## config.mk

```make
export PLATFORM = sky130hd
export DESIGN_NAME = vlc_frame_tx
export DESIGN_NICKNAME = d
export VERILOG_FILES = /design/src/rtl/vlc_tx_pkg.sv /design/src/rtl/vlc_baud_gen.sv /design/src/rtl/vlc_frame_tx.sv
export SDC_FILE = /design/constraint.sdc
export NUM_CORES = 1
export LEC_CHECK = 0
export BUFFER_PORTS_ARGS = -buffer_cell sky130_fd_sc_hd__buf_4
export CAP_MARGIN = 20
export CELL_PAD_IN_SITES_DETAIL_PLACEMENT = 2
export CELL_PAD_IN_SITES_GLOBAL_PLACEMENT = 2
export CORE_MARGIN = 3
export CORE_UTILIZATION = 25
export DETAILED_ROUTE_END_ITERATION = 10
export PLACE_DENSITY = 0.59
export SLEW_MARGIN = 25
export SYNTH_ARGS = -nofsm -noshare
export SYNTH_HDL_FRONTEND = slang
export SYNTH_SLANG_ARGS = --single-unit
export TNS_END_PERCENT = 50
```

## constraint.sdc

```tcl
create_clock -name pclk -period 2.6 [get_ports pclk]
set_input_delay 0.52 -clock pclk [delete_from_list [all_inputs] [get_ports pclk]]
set_output_delay 0.52 -clock pclk [all_outputs]
set_load 0.005 [all_outputs]
```

## src/rtl/vlc_tx_pkg.sv

```systemverilog
// Shared types, constants and helpers for the VLC frame transmitter.
// MANCHESTER_EN selects Manchester coding of the data bits in the users of this package.
package vlc_tx_pkg;

  typedef enum logic [2:0] {
    IDLE,
    LOAD,
    SYNC,
    SEND,
    GAP
  } state_t;

  // First half of a Manchester bit is data ^ MANCH_POL, second half its inverse.
  localparam logic MANCH_POL = 1'b0;

  function automatic int cntWidth(input int limit);
    return (limit <= 2) ? 1 : $clog2(limit);
  endfunction

  function automatic bit paramsLegal(input int dataW, input int clkDiv,
                                     input int syncHi, input int syncLo,
                                     input int words, input int gapBits,
                                     input bit manchester);
    return (dataW >= 2) && (clkDiv >= 2) && (syncHi >= 1) && (syncLo >= 1) &&
           (words >= 1) && (gapBits >= 1) && (!manchester || (clkDiv % 2 == 0));
  endfunction

endpackage

```

## src/rtl/vlc_baud_gen.sv

```systemverilog
// Bit-period tick generator; counter is parked at zero while i_hold is high.
// With MANCHESTER_EN defined it also flags the mid-bit half-tick.
module vlc_baud_gen
  import vlc_tx_pkg::*;
#(
  parameter int CLK_DIV = 50
) (
  input  logic i_clk,
  input  logic i_rstn,
  input  logic i_hold,
  output logic o_tick
`ifdef MANCHESTER_EN
  , output logic o_halfTick
`endif
);

  localparam int CW = cntWidth(CLK_DIV);

  logic [CW-1:0] r_cnt;
  logic          w_atEnd;

  assign w_atEnd = (r_cnt == CW'(CLK_DIV - 1));

  always_ff @(posedge i_clk or negedge i_rstn) begin
    if (!i_rstn) begin
      r_cnt <= '0;
    end else if (i_hold || w_atEnd) begin
      r_cnt <= '0;
    end else begin
      r_cnt <= r_cnt + CW'(1);
    end
  end

  assign o_tick = !i_hold && w_atEnd;

`ifdef MANCHESTER_EN
  assign o_halfTick = !i_hold && (r_cnt == CW'(CLK_DIV / 2 - 1));
`endif

endmodule

```

## src/rtl/vlc_frame_tx.sv

```systemverilog
// Framed OOK bit-serial VLC transmitter fed from a standard (non-FWFT) FIFO.
// Define MANCHESTER_EN to Manchester-code the data bits; preamble and gap stay NRZ.
module vlc_frame_tx
  import vlc_tx_pkg::*;
#(
  parameter int DATA_W          = 32,
  parameter int CLK_DIV         = 50,
  parameter int SYNC_HI         = 5,
  parameter int SYNC_LO         = 5,
  parameter int WORDS_PER_FRAME = 9,
  parameter int GAP_BITS        = 12
) (
  input  logic              pclk,
  input  logic              rstn,
  input  logic [DATA_W-1:0] fifo_dout,
  input  logic              fifo_empty,
  output logic              fifo_rd_en,
  output logic              tx,
  output logic              busy,
  output logic              frame_done,
  output logic              underrun
);

`ifdef MANCHESTER_EN
  localparam bit MANCH = 1'b1;
`else
  localparam bit MANCH = 1'b0;
`endif

  localparam int SYNC_W = cntWidth(SYNC_HI + SYNC_LO);
  localparam int IDX_W  = cntWidth(DATA_W);
  localparam int WRD_W  = cntWidth(WORDS_PER_FRAME);
  localparam int GAP_W  = cntWidth(GAP_BITS);

  if (!paramsLegal(DATA_W, CLK_DIV, SYNC_HI, SYNC_LO, WORDS_PER_FRAME, GAP_BITS, MANCH)) begin : gIllegal
    $error("vlc_frame_tx: illegal parameter set");
  end

  state_t              r_state;
  logic [DATA_W-1:0]   r_curWord;
  logic [DATA_W-1:0]   r_nextWord;
  logic                r_nextValid;
  logic                r_rdPend;
  logic [SYNC_W-1:0]   r_syncCnt;
  logic [IDX_W-1:0]    r_bitIdx;
  logic [WRD_W-1:0]    r_wordsSent;
  logic [GAP_W-1:0]    r_gapCnt;
  logic                r_rdEn;
  logic                r_tx;
  logic                r_busy;
  logic                r_frameDone;
  logic                r_underrun;

  logic                w_hold;
  logic                w_tick;
  logic                w_lastBit;
  logic                w_lastWord;
  logic                w_avail;
  logic [DATA_W-1:0]   w_nextData;
  logic                w_prefetch;
`ifdef MANCHESTER_EN
  logic                w_halfTick;
`endif

  assign w_hold = (r_state == IDLE) || (r_state == LOAD);

  vlc_baud_gen #(
    .CLK_DIV (CLK_DIV)
  ) u_baud (
    .i_clk      (pclk),
    .i_rstn     (rstn),
    .i_hold     (w_hold),
    .o_tick     (w_tick)
`ifdef MANCHESTER_EN
    , .o_halfTick (w_halfTick)
`endif
  );

  // Level driven during the first half (or the whole, for NRZ) of a data bit.
  function automatic logic firstHalf(input logic b);
`ifdef MANCHESTER_EN
    return b ^ MANCH_POL;
`else
    return b;
`endif
  endfunction

  assign w_lastBit  = (r_bitIdx == IDX_W'(DATA_W - 1));
  assign w_lastWord = (r_wordsSent == WRD_W'(WORDS_PER_FRAME - 1));

  // A read landing in the same cycle as the word boundary is forwarded straight from the FIFO.
  assign w_avail    = r_nextValid || r_rdPend;
  assign w_nextData = r_nextValid ? r_nextWord : fifo_dout;

  assign w_prefetch = (r_state == SEND) && w_tick && !w_lastBit &&
                      (r_wordsSent < WRD_W'(WORDS_PER_FRAME - 1)) &&
                      !r_nextValid && !r_rdPend && !r_rdEn && !fifo_empty;

  always_ff @(posedge pclk or negedge rstn) begin
    if (!rstn) begin
      r_state     <= IDLE;
      r_curWord   <= '0;
      r_nextWord  <= '0;
      r_nextValid <= 1'b0;
      r_rdPend    <= 1'b0;
      r_syncCnt   <= '0;
      r_bitIdx    <= '0;
      r_wordsSent <= '0;
      r_gapCnt    <= '0;
      r_rdEn      <= 1'b0;
      r_tx        <= 1'b0;
      r_busy      <= 1'b0;
      r_frameDone <= 1'b0;
      r_underrun  <= 1'b0;
    end else begin
      r_rdEn      <= 1'b0;
      r_frameDone <= 1'b0;
      r_underrun  <= 1'b0;
      r_rdPend    <= r_rdEn;

      if (r_rdPend && (r_state == SEND) && !(w_tick && w_lastBit)) begin
        r_nextWord  <= fifo_dout;
        r_nextValid <= 1'b1;
      end

      unique case (r_state)
        IDLE: begin
          if (!fifo_empty) begin
            r_rdEn  <= 1'b1;
            r_busy  <= 1'b1;
            r_state <= LOAD;
          end
        end

        LOAD: begin
          if (r_rdPend) begin
            r_curWord <= fifo_dout;
            r_syncCnt <= '0;
            r_tx      <= 1'b1;
            r_state   <= SYNC;
          end
        end

        SYNC: begin
          if (w_tick) begin
            if (r_syncCnt == SYNC_W'(SYNC_HI + SYNC_LO - 1)) begin
              r_bitIdx    <= '0;
              r_wordsSent <= '0;
              r_tx        <= firstHalf(r_curWord[DATA_W-1]);
              r_state     <= SEND;
            end else begin
              r_syncCnt <= r_syncCnt + SYNC_W'(1);
              if (r_syncCnt == SYNC_W'(SYNC_HI - 1)) begin
                r_tx <= 1'b0;
              end
            end
          end
        end

        SEND: begin
          if (w_prefetch) begin
            r_rdEn <= 1'b1;
          end
          if (w_tick) begin
            if (!w_lastBit) begin
              r_curWord <= r_curWord << 1;
              r_tx      <= firstHalf(r_curWord[DATA_W-2]);
              r_bitIdx  <= r_bitIdx + IDX_W'(1);
            end else if (!w_lastWord && w_avail) begin
              r_curWord   <= w_nextData;
              r_nextValid <= 1'b0;
              r_tx        <= firstHalf(w_nextData[DATA_W-1]);
              r_bitIdx    <= '0;
              r_wordsSent <= r_wordsSent + WRD_W'(1);
            end else begin
              r_underrun  <= !w_lastWord;
              r_nextValid <= 1'b0;
              r_gapCnt    <= '0;
              r_tx        <= 1'b0;
              r_state     <= GAP;
            end
          end
`ifdef MANCHESTER_EN
          else if (w_halfTick) begin
            r_tx <= ~firstHalf(r_curWord[DATA_W-1]);
          end
`endif
        end

        GAP: begin
          if (w_tick) begin
            if (r_gapCnt == GAP_W'(GAP_BITS - 1)) begin
              r_gapCnt    <= '0;
              r_frameDone <= 1'b1;
              r_busy      <= 1'b0;
              r_state     <= IDLE;
            end else begin
              r_gapCnt <= r_gapCnt + GAP_W'(1);
            end
          end
        end

        default: begin
          r_state <= IDLE;
          r_busy  <= 1'b0;
        end
      endcase
    end
  end

  assign fifo_rd_en = r_rdEn;
  assign tx         = r_tx;
  assign busy       = r_busy;
  assign frame_done = r_frameDone;
  assign underrun   = r_underrun;

endmodule

```

-- Word-level counts from Yosys, hierarchy flattened
Index checks and enable logic that the tools add are counted.
- equal/unequal tests: 23
- order comparisons: 1
- bitwise gates (word level): 1
- reduce and logical (&&, ||, !) cells: 38
- mux-type cells: 65
- add/sub/neg operators: 5
- operators with widths (operator ; number):
    two-way mux 32 bit ; 5
    one-hot mux 32 bit (2 select lines) ; 1
    two-way mux 4 bit ; 13
    two-way mux 3 bit ; 9
    two-way mux 5 bit ; 5
    one-hot mux 4 bit (2 select lines) ; 3
    two-way mux 1 bit ; 23
    inequality test 2 bit, second input constant ; 10
    one-hot mux 3 bit (5 select lines) ; 1
    AND reduction 5 bit ; 3
    adder 4 x 1 -> 4 bit, second input constant ; 3
    equality test 4 bit, second input constant ; 3
    logical AND 1 bit ; 12
    AND reduction 4 bit ; 3
    one-hot mux 5 bit (2 select lines) ; 1
    AND reduction 9 bit ; 1
    zero test 1 bit ; 8
    nonzero test 2 bit ; 4
    adder 6 x 1 -> 6 bit, second input constant ; 1
    equality test 3 x 2 -> 1 bit, second input constant ; 2
    equality test 6 bit, second input constant ; 1
    two-way mux 6 bit ; 1
    one-hot mux 1 bit (3 select lines) ; 2
    AND reduction 6 bit ; 1
    other kinds (15) ; 17
- input port bits: 35
- register bits: 97
- word-level logic and storage cells: 148
- output and inout port bits: 5

-- Logic depth before layout (Yosys ltp)
- word-level depth: 13
- mapped depth: 9
- mapped depth without buffers: 8

-- Modules after synthesis
From an unflattened synthesis, not the netlist that was laid out.
- cells, all modules: 452
- area, all modules: 4946.0 µm²
- by module, submodules not included (module ; area an instance (µm²) ; sequential area each (µm²) ; cells each ; times used):
    vlc_frame_tx ; 4663.2 ; 2277.2 ; 425 ; 1
    vlc_baud_gen ; 282.8 ; 150.1 ; 27 ; 1

-- Least setup slack after synthesis
Ideal clock, no wire load.
- path type: register -> register
- start point: register r_bitIdx[0]
- end point: register r_bitIdx[3]
- period minus slack after synthesis: 2285 ps
- data required time: 2534 ps
- slack: 315 ps
- stages on the path, launching flop included: 9
- arrival: 2219 ps
- library setup time: 66 ps
- path buffers: 0
- cells stage by stage: dfrtp_1 > ha_1 > and3_1 > ha_1 > and4b_1 > a211oi_2 > o2111ai_2 > or4_1 > nand2_1
- word-level cells in the longest chain between the ends: 4
- elaborated cells between the ends (all ways): 7
- classes of those cells: 1 x add/sub; 2 x eq/ne; 3 x mux; 1 x reduce/logical
- RTL lines (item ; line ; text):
    start, declared ; vlc_frame_tx.sv:45 ; logic [IDX_W-1:0] r_bitIdx;
    start signal, assigned ; vlc_frame_tx.sv:168 ; r_bitIdx <= r_bitIdx + IDX_W'(1);
    adder 5 x 1 -> 5 bit / equality test 5 bit (equally long branches) ; vlc_frame_tx.sv:168, vlc_frame_tx.sv:88 ;
    two-way mux 5 bit ; vlc_frame_tx.sv:165 ; if (!w_lastBit) begin
    two-way mux 5 bit ; vlc_frame_tx.sv:164 ; if (w_tick) begin
    one-hot mux 5 bit (2 select lines) ; vlc_frame_tx.sv:126 ; unique case (r_state)
Several ways; a longest one is shown, not always the timed one. The select of a mux whose other input is x is not followed.
A chain may end at the register's enable or synchronous reset.

-- Worst setup path after layout
- start point: register r_bitIdx[0]
- end point: register r_curWord[10]
- word-level cells in the longest chain between the ends: 4
- elaborated cells between the ends (all ways): 6
- classes of those cells: 2 x eq/ne; 3 x mux; 1 x reduce/logical
- RTL lines (item ; line ; text):
    equality test 5 bit * ; vlc_frame_tx.sv:88 ; assign w_lastBit = (r_bitIdx == IDX_W'(DATA_W - 1));
    two-way mux 32 bit ; vlc_frame_tx.sv:165 ;
    two-way mux 32 bit ; vlc_frame_tx.sv:164 ;
    one-hot mux 32 bit (2 select lines) ; vlc_frame_tx.sv:126 ;
    end signal, assigned ; vlc_frame_tx.sv:137 ; r_curWord <= fifo_dout;
    end signal, assigned ; vlc_frame_tx.sv:166 ; r_curWord <= r_curWord << 1;
    end signal, assigned ; vlc_frame_tx.sv:170 ; r_curWord <= w_nextData;
    end, declared ; vlc_frame_tx.sv:40 ; logic [DATA_W-1:0] r_curWord;
Every way passes the cells marked *; elsewhere a longest branch is shown, timed or not. The select of a mux whose other input is x is not followed.

==> results.txt <==
----------------------------------------------------
[Run status]
  Status ... completed

[Place]
  Routability-driven placement congestion ratio ... 0.767
  Detailed Place HPWL ... 9380 um
  Pre-CTS setup slack ... 127 ps
  Port-buffer cells ... 39
  Placed Area ... 5760 sq um
  Instance count after placement with tap cells included ... 767

[Final layout]
  Final core area utilization ... 0.308
  Most frequent cells in the layout ... 96 x dfrtp_1, 58 x mux2_2, 56 x buf_4
  Fin cells ... 785
  Design area ... 6110 sq um
  Diode insertion count for antenna repair ... 0
  Leading cell type in the layout, fill and taps excluded ... dfrtp_1
  Layout net count ... 560
  Share of post-route cells with drive strength above 1 ... 0.277
  Area grow syn2layout ... 18.7%

[Yosys]
  FFs w/ async S/R, synth ... 1.00
  Top cell type by total area after synthesis ... dfrtp_1
  Count of flip-flops with a built-in enable after synthesis ... 0
  Number of warning messages in the yosys log ... 0
  Mapped cell area ... 5150 sq um
  Total of flip-flops plus latches after synthesis ... 97
  Syn_area_per_cell ... 10.7 sq um
  Count of mapped cells out of synthesis ... 480
  Biggest area contributors in the synthesized netlist ... dfrtp_1 47%, mux2_2 13%, nand3b_1 5.3%
  Number of nets in the synthesized netlist ... approximately 530
  Distinct cell type count after synthesis ... 55
  Share of the synthesized area in the top cell type ... 0.472
  Top flip-flop cell by instance count after synthesis ... dfrtp_1
  Share of the yosys chip area belonging to registers ... 0.472

[Setup path]
  WS Path Type ... reg -> reg
  Endpoint of the worst register-to-register path ... r_curWord[10]
  Data required time of the worst path ... approximately 2800 ps
  Crit path DAT ... 2670 ps
  CP startpoint kind ... flop
  Startpoint of the lowest-slack register-to-register path ... r_bitIdx[0]
  Largest fanout of any net on the critical path ... 32
  Worst Setup End Kind ... flop
  Setup slack, reg-to-reg ... 170 ps
  Reg2reg path depth ... 8

[Pwr]
  Clock network fraction of design power ... 0.241
  Share of power burned in registers ... 0.382
  Switching part of the total power ... 0.358
  Sum of internal, switching and leakage power ... about 6.3 mW
  Leakage power total ... 2.54 nW
  Power density relative to cell area ... 1030 nW/um^2
  Peak supply drop ... 0.367 mV
  Internal Pwr Total ... 4.05 mW
  Switch Pwr ... 2.26 mW
  Fraction of power consumed by combinational cells ... 0.377

[STA]
  Maximum clock frequency ... 411 MHz
  Final worst setup slack ... approximately 170 ps
  # setup viols final ... 0
  Setup skew after layout ... 14.1 ps
  Number of hold-slack violations in the final timing report ... 0
  Total count of max-transition violations in the final report ... 0
  Tightest slew margin relative to the limit ... 0.562
  Fin crit period ... 2430 ps
  Worst hold slack across all endpoints ... 367 ps
  Setup TNS Final ... 0 ps
  Transition time at the pin with the least slew margin ... 658 ps
  Portion of the clock cycle consumed by the worst path in the final layout ... 0.936

[Die]
  Row cnt ... 51
  Y dimension of the die ... roughly 150 um
  Core area ... 19800 sq um
  Die Width ... 149 um
  Initial standard-cell utilization of the core ... 0.259
  I/O Pins ... 40
  Die area ... around 22000 sq um

[GRT]
  Tot GR Track Use ... 0.134
  Overall overflow remaining after global route ... 0
  Antenna violations before repair ... 0
  Number of global-route vias before repair ... between 4000 and 5000
  First-pass GRT wire length ... 23800 um
  Maximum number of pins on one net before global-route repair ... between 60 and 70

[Worst hold path]
  Worst hold endpoint ... fifo_rd_en
  Type of the most critical hold path ... in -> reg
  Worst hold path depth ... 2
  Hold path startpoint ... fifo_empty

[Clock network]
  Clock-pin transition on the worst setup and hold timing paths ... 60 ps
  Worst-skew pair later-pin latency ... 360 ps
  Post-cts repair resize count ... 0
  Maximum clock insertion buffer count ... 2
  Number of H-tree levels ... 3
  Number of clock buffers inserted by TritonCTS ... 9
  Cell at the root of the clock tree ... clkbuf_16
  Clock sink total ... just under 100
  CTS tree ... yes

[Detailed routing]
  DR vias/cell ... just over 5
  Total vias in the final route ... 3951
  Routed wire length ... 14200 um
  Drt first-iter violations ... 142
  Post-DRT Antenna Nets ... 0
  Routed length per placed instance ... 18.1 um
  Number of optimization iterations in the first detailed-route pass ... 4
  DRC violation count after routing ... 0

[Run]
  Max-cap check violation count ... 0

----------------------------------------------------
-- registers in the layout (all words and copies together), names as in the netlist --
signal,flops
underrun,1
r_state,3
r_wordsSent,4
r_nextWord,32
busy,1
frame_done,1
r_syncCnt,4
u_baud.r_cnt,6
tx,1
r_nextValid,1
r_bitIdx,5
fifo_rd_en,1
r_curWord,32
r_gapCnt,4
r_rdPend,1
-- worst max path at each step --
stage	startpoint	to	slack, ps	depth (start not counted)
6_report	r_bitIdx[0]	r_curWord[10]	170	8
5_1_grt	r_bitIdx[0]	r_curWord[17]	-6	9
4_1_cts	r_bitIdx[0]	r_bitIdx[3]	110	8
3_5_place_dp	r_bitIdx[0]	r_bitIdx[3]	130	8
3_3_place_gp	r_bitIdx[0]	r_bitIdx[3]	210	8
2_1_floorplan	r_bitIdx[0]	r_bitIdx[3]	320	8
-- cells in the mapped netlist, types with 10 or more instances --
cell,number
a21oi_1,37
buf_2,17
clkbuf_1,10
dfrtp_1,97
ha_1,10
inv_1,10
mux2_2,58
nand2_1,11
nand3_1,15
nand3b_1,36
nor2_1,17
o21ai_0,43
o22ai_1,31
-- worst max-delay path, cell delays in order (launching register included) --
cell	delay, ps
dfrtp_1	420
ha_1	250
and3_1	200
ha_1	260
o21ai_1	200
nand3_1	170
a21oi_4	200
buf_12	230
mux2_2	360
-- routing by layer --
layer | global-route usage | wire length, um | up-vias
met5 | 0 | 0 | -
met4 | 0.0275 | 116 | 0
met3 | 0.0360 | 427 | 7
met2 | 0.224 | 6910 | 44
met1 | 0.176 | 6740 | 2055
li1 | - | - | 1845
-- repair_timing --
| item | in CTS | in global routing |
|---|---|---|
| hold endpoints to repair | 5 | 0 |
| setup endpoints to repair | 0 | 1 |
| buffers inserted | 0 | 1 |
| hold buffers | 1 | 0 |
-- area by class of cell --
cell class | count | area (sq um)
Fill cell | 2167 | 13700
Multi-Input combinational cell | 337 | 2500
Sequential cell | 97 | 2430
Timing Repair Buffer | 59 | 470
Tap cell | 265 | 332
Clock buffer | 10 | 239
Clock inverter | 6 | 96.3
Inverter | 11 | 41.3
-- logic make-up after synthesis --
kind of cell | count (synthesis) | synth area share
compound gates | 140 | 0.167
simple gates | 116 | 0.141
mux | 67 | 0.146
flops | 97 | 0.472
buf+inv | 46 | 0.0435
fa+ha+maj | 10 | 0.0243
xor+xnor | 4 | 0.00681
-- power by group through the flow --
stage          clock [mW]  sequential, mW  combinational (mW)
6_report             1.52            2.41                2.38
5_1_grt              1.66            2.50                2.68
4_1_cts              1.58            2.42                2.43
3_5_place_dp            0            2.45                2.42
3_3_place_gp            0            2.40                2.32
2_1_floorplan           0            2.28                1.84
(Power assumes the default switching activity.)
